**src/rtl/mux4_arb_if.sv**
```systemverilog
// Bus bundle for the 4-requester arbiter: request/data inputs, one-hot grant,
// and the valid/ready output word. The arbiter takes the slave view; the
// requesters and the consumer together take the master view.
interface mux4_arb_if #(
  parameter int WIDTH = 12
);
  logic [3:0]       req;
  logic [WIDTH-1:0] d0;
  logic [WIDTH-1:0] d1;
  logic [WIDTH-1:0] d2;
  logic [WIDTH-1:0] d3;
  logic [3:0]       gnt;
  logic             out_valid;
  logic [WIDTH-1:0] out_data;
  logic [1:0]       out_src;
  logic             out_ready;

  // Requesters and consumer side
  modport master (
    output req, d0, d1, d2, d3, out_ready,
    input  gnt, out_valid, out_data, out_src
  );

  // Arbiter side
  modport slave (
    input  req, d0, d1, d2, d3, out_ready,
    output gnt, out_valid, out_data, out_src
  );
endinterface

```
**src/rtl/mux4_arb.sv**
```systemverilog
// Four-way round-robin arbiter sharing a single 4:1 select path into a
// one-entry output register. A word is granted whenever the register is empty
// or is being drained in the same cycle, so a steady stream runs without
// bubbles while the consumer is ready.
module mux4_arb #(
  parameter int WIDTH = 12
) (
  input  logic     clk,
  input  logic     reset,
  mux4_arb_if.slave bus
);

  typedef enum logic [0:0] {
    ST_EMPTY = 1'b0,
    ST_FULL  = 1'b1
  } state_e;

  state_e           r_state;
  state_e           w_state_nxt;
  logic [1:0]       r_ptr;
  logic [WIDTH-1:0] r_data;
  logic [1:0]       r_src;

  logic             w_found;
  logic [1:0]       w_winner;
  logic             w_accept;
  logic [WIDTH-1:0] w_sel_data;
  logic [3:0]       w_gnt;

  // Round-robin search starting at ptr; returns {found, index}. Walking the
  // offsets downwards lets the lowest offset overwrite the result last.
  function automatic logic [2:0] rr_pick(input logic [3:0] req_v, input logic [1:0] ptr_v);
    logic [2:0] res;
    logic [1:0] idx;
    res = {1'b0, ptr_v};
    for (int k = 3; k >= 0; k--) begin
      idx = ptr_v + 2'(k);
      if (req_v[idx]) begin
        res = {1'b1, idx};
      end else begin
        res = res;
      end
    end
    return res;
  endfunction

  // Winner selection and accept decision from current state and inputs
  always_comb begin
    {w_found, w_winner} = rr_pick(bus.req, r_ptr);
    w_accept = w_found && ((r_state == ST_EMPTY) || bus.out_ready);
  end

  // Shared 4:1 data select driven by the current winner
  always_comb begin
    w_sel_data = bus.d0;
    case (w_winner)
      2'd0:    w_sel_data = bus.d0;
      2'd1:    w_sel_data = bus.d1;
      2'd2:    w_sel_data = bus.d2;
      2'd3:    w_sel_data = bus.d3;
      default: w_sel_data = bus.d0;
    endcase
  end

  // One-hot grant, forced low during reset so no requester drops a word
  always_comb begin
    w_gnt = 4'b0000;
    if (w_accept && !reset) begin
      w_gnt = 4'b0001 << w_winner;
    end else begin
      w_gnt = 4'b0000;
    end
  end

  // Output register occupancy: load on accept, drain on pop, else hold
  always_comb begin
    w_state_nxt = r_state;
    case (r_state)
      ST_EMPTY: begin
        if (w_accept) begin
          w_state_nxt = ST_FULL;
        end else begin
          w_state_nxt = ST_EMPTY;
        end
      end
      ST_FULL: begin
        if (w_accept) begin
          w_state_nxt = ST_FULL;
        end else if (bus.out_ready) begin
          w_state_nxt = ST_EMPTY;
        end else begin
          w_state_nxt = ST_FULL;
        end
      end
      default: w_state_nxt = ST_EMPTY;
    endcase
  end

  // Occupancy state register
  always_ff @(posedge clk) begin
    if (reset) begin
      r_state <= ST_EMPTY;
    end else begin
      r_state <= w_state_nxt;
    end
  end

  // Captured word, its source and the round-robin pointer; all move only on accept
  always_ff @(posedge clk) begin
    if (reset) begin
      r_data <= '0;
      r_src  <= 2'd0;
      r_ptr  <= 2'd0;
    end else if (w_accept) begin
      r_data <= w_sel_data;
      r_src  <= w_winner;
      r_ptr  <= w_winner + 2'd1;
    end else begin
      r_data <= r_data;
      r_src  <= r_src;
      r_ptr  <= r_ptr;
    end
  end

  assign bus.gnt       = w_gnt;
  assign bus.out_valid = (r_state == ST_FULL);
  assign bus.out_data  = r_data;
  assign bus.out_src   = r_src;

endmodule

```
**src/flat_wrapper.sv**
```systemverilog
// flat-port wrapper written by rule: the top's interface ports become plain ports
module mux4_arb_flat 
#(
  parameter int WIDTH = 12
)
  (clk, reset, bus_req, bus_d0, bus_d1, bus_d2, bus_d3, bus_out_ready, bus_gnt, bus_out_valid, bus_out_data, bus_out_src);
  mux4_arb_if #(.WIDTH(WIDTH)) bus_i ();
  input  logic clk;
  input  logic reset;
  input wire logic [$bits(bus_i.req)-1:0] bus_req;
  input wire logic [$bits(bus_i.d0)-1:0] bus_d0;
  input wire logic [$bits(bus_i.d1)-1:0] bus_d1;
  input wire logic [$bits(bus_i.d2)-1:0] bus_d2;
  input wire logic [$bits(bus_i.d3)-1:0] bus_d3;
  input wire logic [$bits(bus_i.out_ready)-1:0] bus_out_ready;
  output wire logic [$bits(bus_i.gnt)-1:0] bus_gnt;
  output wire logic [$bits(bus_i.out_valid)-1:0] bus_out_valid;
  output wire logic [$bits(bus_i.out_data)-1:0] bus_out_data;
  output wire logic [$bits(bus_i.out_src)-1:0] bus_out_src;
  assign bus_i.req = bus_req;
  assign bus_i.d0 = bus_d0;
  assign bus_i.d1 = bus_d1;
  assign bus_i.d2 = bus_d2;
  assign bus_i.d3 = bus_d3;
  assign bus_i.out_ready = bus_out_ready;
  assign bus_gnt = bus_i.gnt;
  assign bus_out_valid = bus_i.out_valid;
  assign bus_out_data = bus_i.out_data;
  assign bus_out_src = bus_i.out_src;
  mux4_arb #(.WIDTH(WIDTH)) u_core (.clk(clk), .reset(reset), .bus(bus_i));
endmodule
```
**config.mk**
```make
export PLATFORM = sky130hd
export DESIGN_NAME = mux4_arb_flat
export DESIGN_NICKNAME = d
export VERILOG_FILES = /design/src/rtl/mux4_arb_if.sv /design/src/rtl/mux4_arb.sv /design/src/flat_wrapper.sv
export SDC_FILE = /design/constraint.sdc
export NUM_CORES = 1
export LEC_CHECK = 0
export CAP_MARGIN = 25
export CORE_ASPECT_RATIO = 1.5
export CORE_MARGIN = 2
export CORE_UTILIZATION = 43
export CTS_BUF_LIST = sky130_fd_sc_hd__clkbuf_2
export DETAILED_ROUTE_END_ITERATION = 6
export PLACE_DENSITY = 0.87
export SLEW_MARGIN = 30
export SYNTH_ARGS = -nofsm -noshare
export SYNTH_HDL_FRONTEND = slang
export SYNTH_SLANG_ARGS = --single-unit
```
**constraint.sdc**
```tcl
create_clock -name clk -period 3.6 [get_ports clk]
set_input_delay 0.72 -clock clk [delete_from_list [all_inputs] [get_ports clk]]
set_output_delay 0.72 -clock clk [all_outputs]
set_load 0.05 [all_outputs]
```
; ---- After elaboration in Yosys (flattened, before gate mapping)
; Index checks and enable logic that the tools add are counted.
[word_totals]
rom_bits = 0
register_bits = 17
ram_bits = 0
mem_count = 0
latchBits = 0
out_inout_bits = 19
input_bits = 55
word_cells = 40
[op_classes]
add_sub_neg = 4
n_reduce_logical = 5
n_mux = 18
div = 0
n_eq_ne = 3
bitwise_logic = 1
magnitude_cmp = 4
shifts = 1
n_mul = 0
[op_table]
columns = operator, n
row1 = $pmux 12 s4, 1
row2 = $lt 2x3->1 const B, 4
row3 = $mux 3, 4
row4 = $bmux 1 s2, 4
row5 = $mux 1, 7
row6 = $add 2x1->2 const B, 2
row7 = $add 2x2->2 const B, 2
row8 = $eq 2x2->1 const B, 2
row9 = $mux 4, 1
row10 = $shl 1x2->4 const A, 1
row11 = $eq 2x1->1 const B, 1
row12 = $logic_and 1x1->1, 2
row13 = $logic_not 2->1, 1
row14 = $pmux 1 s2, 1
row15 = $logic_not 1->1, 1
row16 = $logic_or 1x1->1, 1
row17 = $not 1->1, 1

; ---- Longest topological paths before layout
; Gate-level depths: netlist of run 1.
[depth]
ltp_word = 10
depth_mapped = 10
ltp_nobuf = 8

; ---- Worst setup path after synthesis of run 1
; No wires, ideal clock.
[synth_path]
path_kind = input port to output port
start = input bus_req[1]
end = output bus_gnt[2]
setup_slack_ps = 525
t_required_ps = 2880
stages = 7
path_buffers = 2
t_arrival_ps = 2355
cell_sequence = buf_2 nor3b_1 o22ai_1 o2bb2a_1 ha_1 clkbuf_1 and2_1
[synth_between]
elab_cells_between_ends = 16
classes_between = shift: 1 / mux: 13 / reduce/logical: 2
[synth_lines]
columns = item, line
row1 = "start, declared", flat_wrapper.sv:10  ; input wire logic [$bits(bus_i.req)-1:0] bus_req;
row2 = $bmux 1 s2, mux4_arb.sv:38  ; if (req_v[idx]) begin
row3 = $mux 1 (implied by the code), mux4_arb.sv:38
row4 = $mux 3 (3 in a row), mux4_arb.sv:38
row5 = $mux 3 (*), mux4_arb.sv:38
row6 = via u_core.w_winner[1], mux4_arb.sv:25  ; logic [1:0] w_winner;
row7 = $shl 1x2->4 (*), mux4_arb.sv:69  ; w_gnt = 4'b0001 << w_winner;
row8 = $mux 4 (*), mux4_arb.sv:68  ; if (w_accept && !reset) begin
row9 = "end, declared", flat_wrapper.sv:16  ; output wire logic [$bits(bus_i.gnt)-1:0] bus_gnt;
; Mark *: on every way through the listed nets, which the timed path passes. The rest lies on a longest branch. The select of a mux whose other input is x is not followed.

; ---- Worst setup path in the final report of run 1
[layout_path]
start = input bus_req[0]
end = output bus_gnt[1]
; The elaborated chain is that of the path after synthesis.

==> flow_metrics.tcl, run 1 <==
set metrics [dict create \
    outcome "complete, no violations" \
    fin_tns_setup_ps 0 \
    cts_buffers 3 \
    grt_pass1_vias 1481 \
    place_area_mm2 0.002145 \
    tightest_slew_ps 806.5 \
    power.leakage_nw 0.8540 \
    placed_cells 270 \
    p_sw_uw 351.4 \
    cts.clk_slew.worst_paths_ps 170 \
    cp.required_ps 2880 \
    cap_violations 0 \
    gp_congestion 0.7614 \
    combPwrFrac 0.586 \
    syn_nets 225 \
    ys_ff_latch 17 \
    dp_hpwl_mm 3.107 \
    arrival_ps 2580 \
    cts_hold_buffers 0 \
    syn_area_per_cell_um2 8.189 \
    crit_fanout 10 \
    grt_pass1_wl_mm 6.534 \
    routed_wl_mm 4.072 \
    slew_viol_final 0 \
    cts_tree "done" \
    clkLatencyLatePin_ps 290 \
    grtUsageTotal 0.2229 \
    skew_ps 8.719 \
    ctsLongestPathBuffers 2 \
    dr.pass1.iters 4 \
    htree_levels 1 \
    p_sw_frac 0.4333 \
    hp-class "flop to flop" \
    netlist_instances 167 \
    post-route-period-util 0.9155 \
    final_antenna_net_count 0 \
    core_mm2 0.003097 \
    crit_type "primary input to output port" \
    critPathCaptureType "output port" \
    row_count 25 \
    p_seq_frac 0.303 \
    synth_flop_cell "dfxtp_1" \
    ys_seq_area_frac 0.2489 \
    start_util 0.4416 \
    die_h_um 73.07 \
    chipWidth_um 50.05 \
    cts.sinks 17 \
    ios 74 \
    fin_area_mm2 0.002165 \
    fin_cells 274 \
    clkPwrFrac 0.111 \
    viasPerCell 5.529 \
    fill_cells 243 \
    postCtsResizedCells 0 \
    final_util 0.6990 \
    slew_headroom 0.4623 \
    grt_max_degree 44 \
    synth-edff-count 0 \
    cts-root-buf "clkbuf_2" \
    layout-drive-gt1-share 0.1111 \
    vdd_drop_max_v 0.0002207 \
    crit_path_start_kind "primary input" \
    io_buffer_count 73 \
    place_worst_setup_slack_ps 230.7 \
    fmax_mhz 303.4 \
    setup_viol 0 \
    nNetsFinal 293 \
    num_antenna_cells 0 \
    syn_to_final_growth_pct 58.28 \
    routedWlPerCell_um 14.86 \
    total_power_uw 811.1 \
    p_per_area_mw_per_mm2 374.7 \
    grt-ovfl-total 0 \
    vias 1515 \
    hold_violations 0 \
    fin_hold_ws_ps 519.4 \
    period_needed_ps 3296 \
    dr.first_iter.drc_count 39 \
    async_reset_ff_frac 0 \
    cts_setup_buffers 0 \
    drcViolationCount 0 \
    yosys_warnings 0 \
    synthesis.area_mm2 0.001368 \
    dieArea_mm2 0.003657 \
    yosys.cell_types.count 37 \
    grt_antenna_before_repair 0 \
    setup_slack_ps 304.1 \
    internal_power_uw 459.6 \
    grt_setup_unrepaired "no" \
]
synth_stat cells, types with 2 or more instances:
| cell | count | area, µm² |
|---|---|---|
| ha_1 | 3 | 37.54 |
| a21o_1 | 2 | 15.01 |
| nand2b_1 | 2 | 12.51 |
| nor2_1 | 6 | 22.52 |
| nand3_1 | 12 | 60.06 |
| buf_2 | 5 | 25.02 |
| a221o_1 | 12 | 120.1 |
| o21bai_1 | 2 | 15.01 |
| o2111ai_1 | 12 | 105.1 |
| inv_1 | 29 | 108.9 |
| nor4_2 | 2 | 25.02 |
| buf_4 | 2 | 15.01 |
| a211oi_2 | 2 | 25.02 |
| dfxtp_1 | 17 | 340.3 |
| buf_6 | 2 | 22.52 |
| clkbuf_1 | 7 | 26.28 |
| nor3b_1 | 2 | 15.01 |
| o311ai_1 | 11 | 96.34 |
| a21oi_1 | 18 | 90.09 |
| and2_1 | 2 | 12.51 |
path summary, 6_finish.rpt:
check        cells after the start  slack [ps]                      to                   start
max                              8         300              bus_gnt[1]              bus_req[0]
min                              2         520  u_core.bus.out_data[2]  u_core.bus.out_data[2]
max reg2reg                      8        1080  u_core.bus.out_data[5]         u_core.r_ptr[0]
min reg2reg                      2         520  u_core.bus.out_data[2]  u_core.bus.out_data[2]
per-layer routing:
| layer | GRT usage | wire length [µm] |
|---|---|---|
| met5 | 0 | 0 |
| met4 | 0.03704 | 14 |
| met3 | 0.04303 | 250 |
| met2 | 0.4181 | 2108 |
| met1 | 0.2598 | 1699 |
critical path, stage by stage:
cell and delay (ps):
clkdlybuf4s50_1 570, nor3b_1 260, o22ai_1 110, o2bb2a_1 300, inv_1 80, ha_1 200
and2_1 170, buf_12 150
logic make-up after synthesis:
group           Yosys count  share of synthesized area
buf+inv                  46                     0.1473
simple gates             34                     0.1574
flops                    17                     0.2489
fa+ha+maj                 3                    0.02745
compound gates           67                     0.4190
flip-flops by register name (all words and copies together), names as in the netlist:
register,count
u_core.r_ptr,2
u_core.bus.out_src,2
u_core.bus.out_valid,1
u_core.bus.out_data,12
final cells by class:
type | instances | area (µm²) | area share
multi-input cells | 104 | 825.8 | 0.3815
repair buffers | 79 | 815.8 | 0.3769
flip-flops and latches | 17 | 340.3 | 0.1572
inverters | 30 | 112.6 | 0.05202
well taps | 40 | 50.05 | 0.02312
clock buffers | 4 | 20.02 | 0.009249
power by group through the flow:
stage / clock network (mW) / registers [mW] / logic (mW)
2_1_floorplan: 0 / 0.342 / 0.209
3_3_place_gp: 0 / 0.249 / 0.472
3_5_place_dp: 0 / 0.249 / 0.476
4_1_cts: 0.0959 / 0.246 / 0.477
5_1_grt: 0.104 / 0.250 / 0.508
6_report: 0.0901 / 0.246 / 0.475
layout by cell type, fill, tap and decap left out, drive strengths merged, types with 2 or more instances in the layout:
cell / n
clkdlybuf4s50: 69
inv: 29
a21oi: 18
dfxtp: 17
o2111ai: 12
a221o: 12
nand3: 12
o311ai: 12
buf: 10
nor2: 7
clkbuf: 4
ha: 3
o21bai: 2
nand2b: 2
a21o: 2
nor3b: 2
nor4: 2
and2: 2
a211oi: 2
a311oi: 2
nor3: 2
Power figures use the tool's default switching activity.
==> run 2, diff against run 1 <==
- CTS_CLUSTER_DIAMETER: not set -> 200
==> results of run 2 <==
Same layout as run 1: the final DEF is identical, and so are final timing and power.
